$ cat config.mk
export PLATFORM = sky130hd
export DESIGN_NAME = seq_chunk_adder
export DESIGN_NICKNAME = d
export VERILOG_FILES = /design/src/rtl/seq_chunk_adder.sv
export SDC_FILE = /design/constraint.sdc
export NUM_CORES = 1
export LEC_CHECK = 0
export ABC_AREA = 1
export BUFFER_PORTS_ARGS = -buffer_cell sky130_fd_sc_hd__buf_2
export CAP_MARGIN = 10
export CORE_AREA = 3 3 97 99
export CTS_CLUSTER_DIAMETER = 150
export DETAILED_ROUTE_END_ITERATION = 7
export DIE_AREA = 0 0 100 102
export GPL_TIMING_DRIVEN = 0
export MAX_ROUTING_LAYER = met4
export PLACE_DENSITY_LB_ADDON = 0.05
export SLEW_MARGIN = 20
export SYNTH_ARGS = -nofsm -noshare
export SYNTH_HDL_FRONTEND = slang
export SYNTH_SLANG_ARGS = --single-unit
$ cat constraint.sdc
create_clock -name clk -period 2.1 [get_ports clk]
set_input_delay 0.105 -clock clk [delete_from_list [all_inputs] [get_ports clk]]
set_output_delay 0.105 -clock clk [all_outputs]
set_load 0.005 [all_outputs]
$ cat src/rtl/seq_chunk_adder.sv
// Multi-cycle adder/subtractor: adds a WIDTH-bit operand pair STEP bits per clock,
// carrying between chunks through a flip-flop, under a start/busy/done handshake.
module seq_chunk_adder #(
  parameter int WIDTH = 16,
  parameter int STEP  = 4
) (
  input  logic             clk,
  input  logic             rst,
  input  logic             start,
  input  logic [WIDTH-1:0] a,
  input  logic [WIDTH-1:0] b,
  input  logic             c_in,
  input  logic             sub,
  output logic             busy,
  output logic             done,
  output logic [WIDTH-1:0] sum,
  output logic             c_out,
  output logic             ovf,
  output logic             dbg_state
);

  localparam int N  = WIDTH / STEP;
  localparam int CW = (N + 1 <= 2) ? 1 : $clog2(N + 1);
  localparam logic [CW-1:0] LAST_CNT = CW'(N - 1);

  typedef enum logic {
    S_IDLE = 1'b0,
    S_RUN  = 1'b1
  } state_t;

  state_t r_state;
  state_t w_state_next;

  logic [WIDTH-1:0] r_a;
  logic [WIDTH-1:0] r_b;
  logic [WIDTH-1:0] r_partial;
  logic             r_carry;
  logic [CW-1:0]    r_cnt;

  logic             w_accept;
  logic             w_last;
  logic [STEP:0]    w_chunk;
  logic [STEP-1:0]  w_s;
  logic             w_cy;
  logic             w_msb_cin;
  logic [WIDTH-1:0] w_partial_next;

  // Handshake: start is taken only in IDLE; busy covers the whole run and done
  // pulses for the single cycle after the last chunk, never together with busy.
  always_ff @(posedge clk) begin
    if (rst) begin
      r_state <= S_IDLE;
    end else begin
      r_state <= w_state_next;
    end
  end

  always_comb begin
    w_state_next = r_state;
    case (r_state)
      S_IDLE:  if (start)  w_state_next = S_RUN;
      S_RUN:   if (w_last) w_state_next = S_IDLE;
      default: w_state_next = S_IDLE;
    endcase
  end

  always_comb begin
    busy      = (r_state == S_RUN);
    dbg_state = (r_state == S_RUN);
  end

  assign w_accept = (r_state == S_IDLE) && start;
  assign w_last   = (r_state == S_RUN) && (r_cnt == LAST_CNT);

  assign w_chunk = {1'b0, r_a[STEP-1:0]} + {1'b0, r_b[STEP-1:0]} + {{STEP{1'b0}}, r_carry};
  assign w_s     = w_chunk[STEP-1:0];
  assign w_cy    = w_chunk[STEP];

  // The carry into the chunk's top bit is recovered from that bit's sum and operands.
  assign w_msb_cin = w_s[STEP-1] ^ r_a[STEP-1] ^ r_b[STEP-1];

  assign w_partial_next = WIDTH'({w_s, r_partial} >> STEP);

  always_ff @(posedge clk) begin
    if (rst) begin
      r_a       <= '0;
      r_b       <= '0;
      r_partial <= '0;
      r_carry   <= 1'b0;
      r_cnt     <= '0;
      done      <= 1'b0;
      sum       <= '0;
      c_out     <= 1'b0;
      ovf       <= 1'b0;
    end else begin
      done <= 1'b0;
      if (w_accept) begin
        // Subtraction runs as a + ~b + !c_in, so the borrow-in flips the carry seed.
        r_a       <= a;
        r_b       <= sub ? ~b : b;
        r_carry   <= c_in ^ sub;
        r_cnt     <= '0;
        r_partial <= '0;
      end else if (r_state == S_RUN) begin
        r_a       <= r_a >> STEP;
        r_b       <= r_b >> STEP;
        r_partial <= w_partial_next;
        r_carry   <= w_cy;
        r_cnt     <= r_cnt + 1'b1;
        if (w_last) begin
          sum   <= w_partial_next;
          c_out <= w_cy;
          ovf   <= w_msb_cin ^ w_cy;
          done  <= 1'b1;
        end
      end
    end
  end

endmodule

==> metrics, run 1 <==
maximum level of the CTS H-tree=3; Slowest cell on crit path=fa_1; proportion of register bits with asynchronous set or reset after synthesis=0; critical path data arrival time=2170 ps; Mapped Avg Cell Area=7.602 um^2; global route overflow=0; PD cells=723.0 nW/um^2; y dimension of the die=102 um; I/O Buffers=56; static leakage power=1.677 nW; post-detailed-routing wire length=7581 um; dpl hpwl=5552 um; Max Clock Skew=10.15 ps; most frequently used flop master after synthesis=dfxtp_1; category of the most critical setup path=reg2reg; RSZ-0062 raised after global routing=false; leading cell types in the layout, fill and taps excluded=nand2_1, buf_2, dfxtp_1; post-synthesis register bit count=68; CORE AREA=8636 um^2; post-synth net total=440; routability congestion estimate=0.7800; wire length of the first global-routing pass=12,500 um; nets@finish=509; Max Slew Vio Count=0; cell occurring most often along the worst timing path=nand2_1; Top Ports=58; Setup WS post-layout=169.2 ps; starting density of the core=0.3486; total area of multi-input combinational cells=1361 um^2; layout cells sized above 1=0.2255; Synth-to-Final Area Change=19.87%; TritonCTS Buffers=9; clock transition at the register clock pins on the worst setup and hold paths after CTS=80 ps; Starting DRT DRC Count=77; Via Count=2,663; Total GRT Usage=0.1634; Final setup violation count=0; DRC violation count after routing=0; critical-path cell list=inv_1, fa_1, fa_2, nand3b_1, nand3_1, nand2_1, nand2_1, nand3_1, nand2_1, inv_1; number of global-route vias before repair=2,529; post-synthesis cell area=3010 um^2; crit path capture type=flip-flop; run status=completed; post-placement worst setup slack=56.06 ps; average detailed-routed wire length per instance=13.12 um; Startpoint Class=flip-flop; number of optimization iterations in the first detailed-route pass=7; final total power=0.002609 W; number of clock sinks=68; leading cell type in the layout, fill and taps excluded=nand2_1; timing-limited maximum frequency=517.9 MHz; required time worst endpoint=2340 ps; FF+latch area=1361 um^2; n_diodes=0; worst slew slack as a fraction of its limit=0.6269; CTS root buf=clkbuf_8; clock tree from TritonCTS=built; setup TNS=0 ps; VDD IR max=0.3307 mV; full die area=10,200 um^2; number of buffers and inverters on the critical path=2; final hold violations=0; later-pin clock latency in the skew report=340 ps; count of unique library cells instantiated by Yosys=30; worst slew pin tran=559.6 ps; fillers=954; maximum single-stage delay on the critical path=460 ps; Bufs on Longest Clock Path=2; sequential cell area fraction in the yosys report=0.4522; minimum clock period after layout=1931 ps; largest driver fanout on the critical path=3; number of antenna violations at the first check in global routing=0; dominant delay contributor by cell family on the critical path=adder cells; pin count of the biggest net entering global routing=12; post-synthesis cell count=396; warning count from the yosys run=0; Post-synth EDFFs=0; max capacitance violation total=0; final hold slack=21.80 ps; post-route ant nets=0; average vias per placed instance=4.607; Final period util=0.9194; Die X-Extent=100 um; placement row count=34; HP Class=in2reg
==> worst min-delay path, stage by stage <==
cell and delay, ps:
buf_2 100, nand2_1 60, a21oi_1 60
==> Yosys cell counts, types with 3 or more instances <==
cell type	count	area [um^2]
ha_1	5	62.56
dfxtp_1	68	1361
inv_1	39	146.4
o21a_1	3	22.52
clkbuf_1	4	15.01
a21o_1	3	22.52
o21ai_0	7	35.03
buf_4	6	45.04
buf_2	13	65.06
inv_2	4	15.01
xor2_1	12	105.1
or2_2	3	18.77
a22oi_1	12	90.09
a21oi_1	32	160.2
nand2_1	96	360.4
o21ai_1	13	65.06
nand3_1	35	175.2
nor2_1	25	93.84
==> final cells by class <==
cell class	count	area share
Tap cell	108	0.03745
Sequential cell	68	0.3773
Timing Repair Buffer	58	0.08252
Multi-Input combinational cell	261	0.3773
Buffer	23	0.03467
Inverter	44	0.04646
Clock inverter	5	0.007975
Clock buffer	11	0.03641
==> per-layer routing <==
layer	track usage	part of all wire	vias to the layer above
met5	-	0	-
met4	0.07358	0.021	0
met3	0.03618	0.036	10
met2	0.2678	0.48	53
met1	0.1926	0.46	1187
li1	-	-	1413
==> sequential cells by signal, summed over array words and instances (netlist names) <==
| name | flops |
|---|---|
| c_out | 1 |
| done | 1 |
| r_partial | 12 |
| sum | 16 |
| r_a | 16 |
| r_cnt | 3 |
| ovf | 1 |
| r_b | 16 |
| busy | 1 |
| r_carry | 1 |
==> through the flow <==
stage | utilization | area (um^2) | instances
after floorplan | - | 3010 | 396
after global placement | 0.3967 | 3426 | 560
after detailed placement | 0.3967 | 3426 | 560
after CTS | 0.4164 | 3596 | 577
after global routing | 0.4179 | 3608 | 578
final | 0.4179 | 3608 | 578
==> cell families (layout without fill, tap and decap cells) <==
kind of cell | after synthesis | after routing | synth area share
fa+ha+maj | 7 | 7 | 0.03408
compound gates | 75 | 75 | 0.1446
xor+xnor | 13 | 13 | 0.03782
buf+inv | 67 | 141 | 0.09725
simple gates | 166 | 166 | 0.2340
flops | 68 | 68 | 0.4522
==> worst paths after layout <==
path | start | to | slack [ps] | depth (start not counted)
worst max register to register | r_a[0] | ovf | 170 | 10
worst min-delay path | a[14] | r_a[14] | 20 | 3
worst max-delay path | r_a[0] | ovf | 170 | 10
worst min register to register | r_a[13] | r_a[13] | 460 | 2
==> where the power goes <==
part	switching (W)	internal [W]	leakage, nW
Sequential	0.0000310	0.00134	0.553
Clock	0.000487	0.000423	0.0868
Combinational	0.000198	0.000132	1.04
==> timing repair <==
action / CTS / global route
setup endpoints to repair: 0 / 1
resized for setup: 0 / 2
endpoints found under the hold margin: 1 / 0
setup buffers: 0 / 1
hold buffers: 1 / 0
Note: power is estimated with default switching activity, not from simulation.
==> run 2, diff against run 1 <==
==> constraint.sdc (replaced) <==
create_clock -name clk -period 2.1 [get_ports clk]
set_input_delay 0.63 -clock clk [delete_from_list [all_inputs] [get_ports clk]]
set_output_delay 0.63 -clock clk [all_outputs]
set_load 0.005 [all_outputs]
==> run 2 against run 1 <==
Compared with the run above:
- highest routed layer unchanged
- largest power group unchanged
- final cell count shrank 0.17%
- register-to-register slack is essentially flat
- sequential power is essentially flat
==> metrics, run 2 (synthesis results as in run 1) <==
fillers=955 (was 954); Via Count=2,664 (was 2,663); run status=completed (unchanged); Final period util=0.9193 (was 0.9194); leading cell types in the layout, fill and taps excluded=nand2_1, buf_2, dfxtp_1 (unchanged); global route overflow=0 (unchanged); post-route ant nets=0 (unchanged); setup slack, reg-to-reg=170 ps (about the same); critical path data arrival time=2170 ps (about the same); max capacitance violation total=0 (unchanged); timing-limited maximum frequency=518.0 MHz (was 517.9 MHz); number of clock sinks=68 (unchanged); full die area=10,200 um^2 (unchanged); later-pin clock latency in the skew report=340 ps (about the same); maximum level of the CTS H-tree=3 (unchanged); setup TNS=0 ps (unchanged); number of antenna violations at the first check in global routing=0 (unchanged); post-detailed-routing wire length=7578 um (was 7581 um); average vias per placed instance=4.617 (was 4.607); number of global-route vias before repair=2,517 (was 2,529); CORE AREA=8636 um^2 (unchanged); Total GRT Usage=0.1631 (was 0.1634); RSZ-0062 raised after global routing=false (unchanged); R2R cell count=10 (unchanged); n_diodes=0 (unchanged); largest registers in the final layout=r_a: 16 flops, r_b: 16 flops, sum: 16 flops (unchanged); Die X-Extent=100 um (unchanged); I/O Buffers=56 (unchanged); Top Ports=58 (unchanged); category of the most critical setup path=reg2reg (unchanged); Synth-to-Final Area Change=19.53% (was 19.87%); clock transition at the register clock pins on the worst setup and hold paths after CTS=70 ps (was 80 ps); routability congestion estimate=0.7800 (unchanged); CTS root buf=clkbuf_8 (unchanged); minimum clock period after layout=1930 ps (was 1931 ps); Max Slew Vio Count=0 (unchanged); worst slew pin tran=556.1 ps (was 559.6 ps); Bufs on Longest Clock Path=2 (unchanged); PD cells=724.7 nW/um^2 (was 723.0 nW/um^2); FF+latch area=1361 um^2 (unchanged); largest driver fanout on the critical path=3 (unchanged); Placed Cells incl. Taps=560 (unchanged); layout cells sized above 1=0.2260 (was 0.2255); nets@finish=508 (was 509); dpl hpwl=5552 um (unchanged); Starting DRT DRC Count=83 (was 77); required time worst endpoint=2340 ps (about the same); TritonCTS Buffers=9 (unchanged); Hold Crit Depth=2 (was 3); final hold violations=0 (unchanged); launch point of the worst hold path=r_a[13] (was a[14]); wire length of the first global-routing pass=12,480 um (was 12,500 um); DRC violation count after routing=0 (unchanged); Startpoint Class=flip-flop (unchanged); post-route insts no fill=577 (was 578); pin count of the biggest net entering global routing=12 (unchanged); leading cell type in the layout, fill and taps excluded=nand2_1 (unchanged); hold buffer count at cts=0 (was 1); y dimension of the die=102 um (unchanged); Final setup violation count=0 (unchanged); worst slew slack as a fraction of its limit=0.6292 (was 0.6269); RR Startpoint=r_a[0] (unchanged); placement row count=34 (unchanged); clock tree from TritonCTS=built (unchanged); HP Class=reg2reg (was in2reg); crit path capture type=flip-flop (unchanged); starting density of the core=0.3486 (unchanged); Max Clock Skew=9.791 ps (was 10.15 ps); average detailed-routed wire length per instance=13.13 um (was 13.12 um); total area of multi-input combinational cells=1361 um^2 (unchanged); VDD IR max=0.3241 mV (was 0.3307 mV); static leakage power=1.673 nW (was 1.677 nW); number of optimization iterations in the first detailed-route pass=7 (unchanged); Crit. Startpoint=r_a[0] (unchanged)
## run 2: changes by cell type in the layout (fill, tap and decap cells not counted), sizes merged
| cell | before | now |
|---|---|---|
| dlygate4sd3 | 1 | 0 |
## run 2: critical path, cell delays in order, from the launching register on
cell and delay (ps):
dfxtp_1 350, inv_1 70, fa_1 460, fa_2 370
nand3b_1 220, nand3_1 110, nand2_1 60, nand2_1 50
nand3_1 70, nand2_1 60, inv_1 30
## run 2: final cells by class
| type | instances | area share |
|---|---|---|
| Inverter | 44 | 0.04659 |
| Sequential cell | 68 | 0.3783 |
| Multi-Input combinational cell | 261 | 0.3783 |
| Buffer | 23 | 0.03477 |
| Clock inverter | 5 | 0.007997 |
| Timing Repair Buffer | 57 | 0.07997 |
| Tap cell | 108 | 0.03755 |
| Clock buffer | 11 | 0.03651 |
## run 2: metrics by stage
stage | utilization | setup WS (ps) | hold WS, ps | area (um^2) | power, W
after global placement | 0.3967 | 48.32 | 449.3 | 3426 | 0.001728
final | 0.4167 | 169.5 | 464.4 | 3598 | 0.002608
after CTS | 0.4152 | 37.51 | 465.4 | 3586 | 0.002652
after global routing | 0.4167 | 4.123 | 490.2 | 3598 | 0.002759
after detailed placement | 0.3967 | 56.06 | 454.9 | 3426 | 0.001732
after floorplan | - | 252.9 | 434.9 | 3010 | 0.001611
## run 2: layer usage
metal,global-route usage,vias up,part of all wire
li1,-,1413,-
met1,0.1926,1185,0.46
met2,0.2668,56,0.48
met3,0.03618,10,0.036
met4,0.07358,0,0.021
met5,-,-,0
## run 2: worst paths after layout
kind | to
worst min register to register | r_a[13]
worst max-delay path | ovf
worst max register to register | ovf
worst min-delay path | r_a[13]
## run 2: what timing repair did
| action | in CTS | in global routing |
|---|---|---|
| resized for setup | 0 | 2 |
| setup endpoints to repair | 0 | 1 |
| buffers inserted | 0 | 1 |
| hold endpoints to repair | 0 | 0 |
## run 2: power by group
part	internal [W]	switching, W	total (W)
Sequential	0.00134	0.0000309	0.00137
Combinational	0.000131	0.000198	0.000329
Clock	0.000423	0.000488	0.000911
Total	0.00189	0.000717	0.00261
==> run 3, diff against run 2 <==
BUFFER_PORTS_ARGS = -buffer_cell sky130_fd_sc_hd__buf_4   (was -buffer_cell sky130_fd_sc_hd__buf_2)
==> run 3 against run 2 <==
Compared with the run above:
- wire length barely moved
- critical path depth did not move
- final cell count fell by 0.17%
- first-iteration DRC count rose by 18%
- via count rose by 1.1%
- clock-buffer cell count rose by 3
- critical path type unchanged
- largest power group unchanged
==> metrics, run 3 (synthesis results as in run 1) <==
Setup WS post-layout=187.5 ps (was 169.5 ps); HP Class=reg2reg (unchanged); minimum clock period after layout=1913 ps (was 1930 ps); clock tree from TritonCTS=built (unchanged); timing-limited maximum frequency=522.9 MHz (was 518.0 MHz); required time worst endpoint=2340 ps (about the same); Hold Crit Depth=2 (unchanged); category of the most critical setup path=reg2reg (unchanged); dominant delay contributor by cell family on the critical path=adder cells (unchanged); cell occurring most often along the worst timing path=nand2_1 (unchanged); starting density of the core=0.3486 (unchanged); Max Slew Vio Count=0 (unchanged); Slowest cell on crit path=fa_1 (unchanged); maximum single-stage delay on the critical path=460 ps (about the same); number of clock sinks=68 (unchanged); static leakage power=1.717 nW (was 1.673 nW); Total GRT Usage=0.1588 (was 0.1631); Max Clock Skew=9.719 ps (was 9.791 ps); Final period util=0.9107 (was 0.9193); worst slew pin tran=578.0 ps (was 556.1 ps); Bufs on Longest Clock Path=2 (unchanged); global route overflow=0 (unchanged); worst slew slack as a fraction of its limit=0.6147 (was 0.6292); TritonCTS Buffers=9 (unchanged); VDD IR max=0.2855 mV (was 0.3241 mV); part of the power in registers=0.484 (was 0.525); placement row count=34 (unchanged); RSZ-0062 raised after global routing=false (unchanged); CORE AREA=8636 um^2 (unchanged); critical-path cell list=inv_1, fa_1, fa_2, nand3b_1, nand3_1, nand2_1, nand2_1, nand3_1, nand2_1, inv_1 (unchanged); average detailed-routed wire length per instance=13.16 um (was 13.13 um); Top Ports=58 (unchanged); I/O Buffers=56 (unchanged); Die X-Extent=100 um (unchanged); number of global-route vias before repair=2,561 (was 2,517); leading cell type in the layout, fill and taps excluded=nand2_1 (unchanged); post-detailed-routing wire length=7582 um (was 7578 um); cell count along the critical path=10 (unchanged); setup slack, reg-to-reg=190 ps (was 170 ps); FF+latch area=1361 um^2 (unchanged); full die area=10,200 um^2 (unchanged); max capacitance violation total=0 (unchanged); power spent charging and discharging nets=0.0006988 W (was 0.0007171 W); CTS root buf=clkbuf_8 (unchanged); Power Internal=0.002129 W (was 0.001891 W); Synth-to-Final Area Change=25.60% (was 19.53%); total area of multi-input combinational cells=1361 um^2 (unchanged); Startpoint Class=flip-flop (unchanged); final hold violations=0 (unchanged); maximum level of the CTS H-tree=3 (unchanged); run status=completed (unchanged); critical path data arrival time=2150 ps (was 2170 ps); Final setup violation count=0 (unchanged); Via Count=2,693 (was 2,664); Starting DRT DRC Count=98 (was 83); number of antenna violations at the first check in global routing=0 (unchanged); R2R cell count=10 (unchanged); n_diodes=0 (unchanged); crit path capture type=flip-flop (unchanged); PD cells=747.9 nW/um^2 (was 724.7 nW/um^2); largest registers in the final layout=r_a: 16 flops, r_b: 16 flops, sum: 16 flops (unchanged); y dimension of the die=102 um (unchanged); setup TNS=0 ps (unchanged); dpl hpwl=5558 um (was 5552 um); later-pin clock latency in the skew report=330 ps (was 340 ps); DRC violation count after routing=0 (unchanged); number of optimization iterations in the first detailed-route pass=4 (was 7); post-placement worst setup slack=62.53 ps (was 56.06 ps); part of the total power dissipated in combinational logic=0.123 (was 0.126); Clk network pwr share=0.393 (was 0.349); fillers=934 (was 955); average vias per placed instance=4.675 (was 4.617); pin count of the biggest net entering global routing=11 (was 12); number of buffers and inverters on the critical path=2 (unchanged); leading cell types in the layout, fill and taps excluded=nand2_1, dfxtp_1, buf_4 (was nand2_1, buf_2, dfxtp_1); largest driver fanout on the critical path=3 (unchanged); clock transition at the register clock pins on the worst setup and hold paths after CTS=70 ps (about the same); nets@finish=508 (unchanged); switching fraction of total power=0.2471 (was 0.2750); post-route ant nets=0 (unchanged); layout cells sized above 1=0.2244 (was 0.2260); wire length of the first global-routing pass=12,270 um (was 12,480 um); routability congestion estimate=0.7920 (was 0.7800)
-- run 3: path summary, 6_finish.rpt --
check          start      end
max           r_a[0]      ovf
min          r_a[12]  r_a[12]
max reg2reg   r_a[0]      ovf
min reg2reg  r_a[12]  r_a[12]
-- run 3: stage by stage --
step | cell area, um^2 | instances | utilization | hold slack, ps | total power (W)
after floorplan | 3010 | 396 | - | 434.9 | 0.001611
after global placement | 3566 | 560 | 0.4129 | 450.6 | 0.001746
after detailed placement | 3566 | 560 | 0.4129 | 455.8 | 0.001750
after CTS | 3769 | 575 | 0.4364 | 465.7 | 0.002861
after global routing | 3781 | 576 | 0.4378 | 484.7 | 0.002950
final | 3781 | 576 | 0.4378 | 461.6 | 0.002828
-- run 3: layout make-up --
cell class	instances	share of cell area
flip-flops and latches	68	0.3600
multi-input cells	261	0.3600
plain buffers	23	0.03309
clock inverters	1	0.007942
well taps	108	0.03574
clock buffers	14	0.04567
repair buffers	57	0.1132
inverters	44	0.04434
-- run 3: metal layers --
layer	wire length, um	global-route usage
met5	0	-
met4	131	0.07358
met3	305	0.02389
met2	3635	0.2658
met1	3511	0.1888
-- run 3: power groups by stage --
stage	Clock (W)	Sequential [W]	Combinational, W
after floorplan	0	0.00139	0.000223
after global placement	0	0.00140	0.000349
after detailed placement	0	0.00140	0.000352
after CTS	0.00114	0.00137	0.000353
after global routing	0.00118	0.00137	0.000397
final	0.00111	0.00137	0.000349
-- run 3: worst register-to-register path: stages, from the launching register on --
cell      delay [ps]
dfxtp_1          340
inv_1             60
fa_1             460
fa_2             370
nand3b_1         220
nand3_1          110
nand2_1           50
nand2_1           50
nand3_1           70
nand2_1           60
inv_1             30
-- run 3: repair_timing --
item / CTS / global route
hold buffers: 0 / 0
resized for setup: 0 / 2
setup endpoints to repair: 0 / 2
setup buffers: 0 / 1
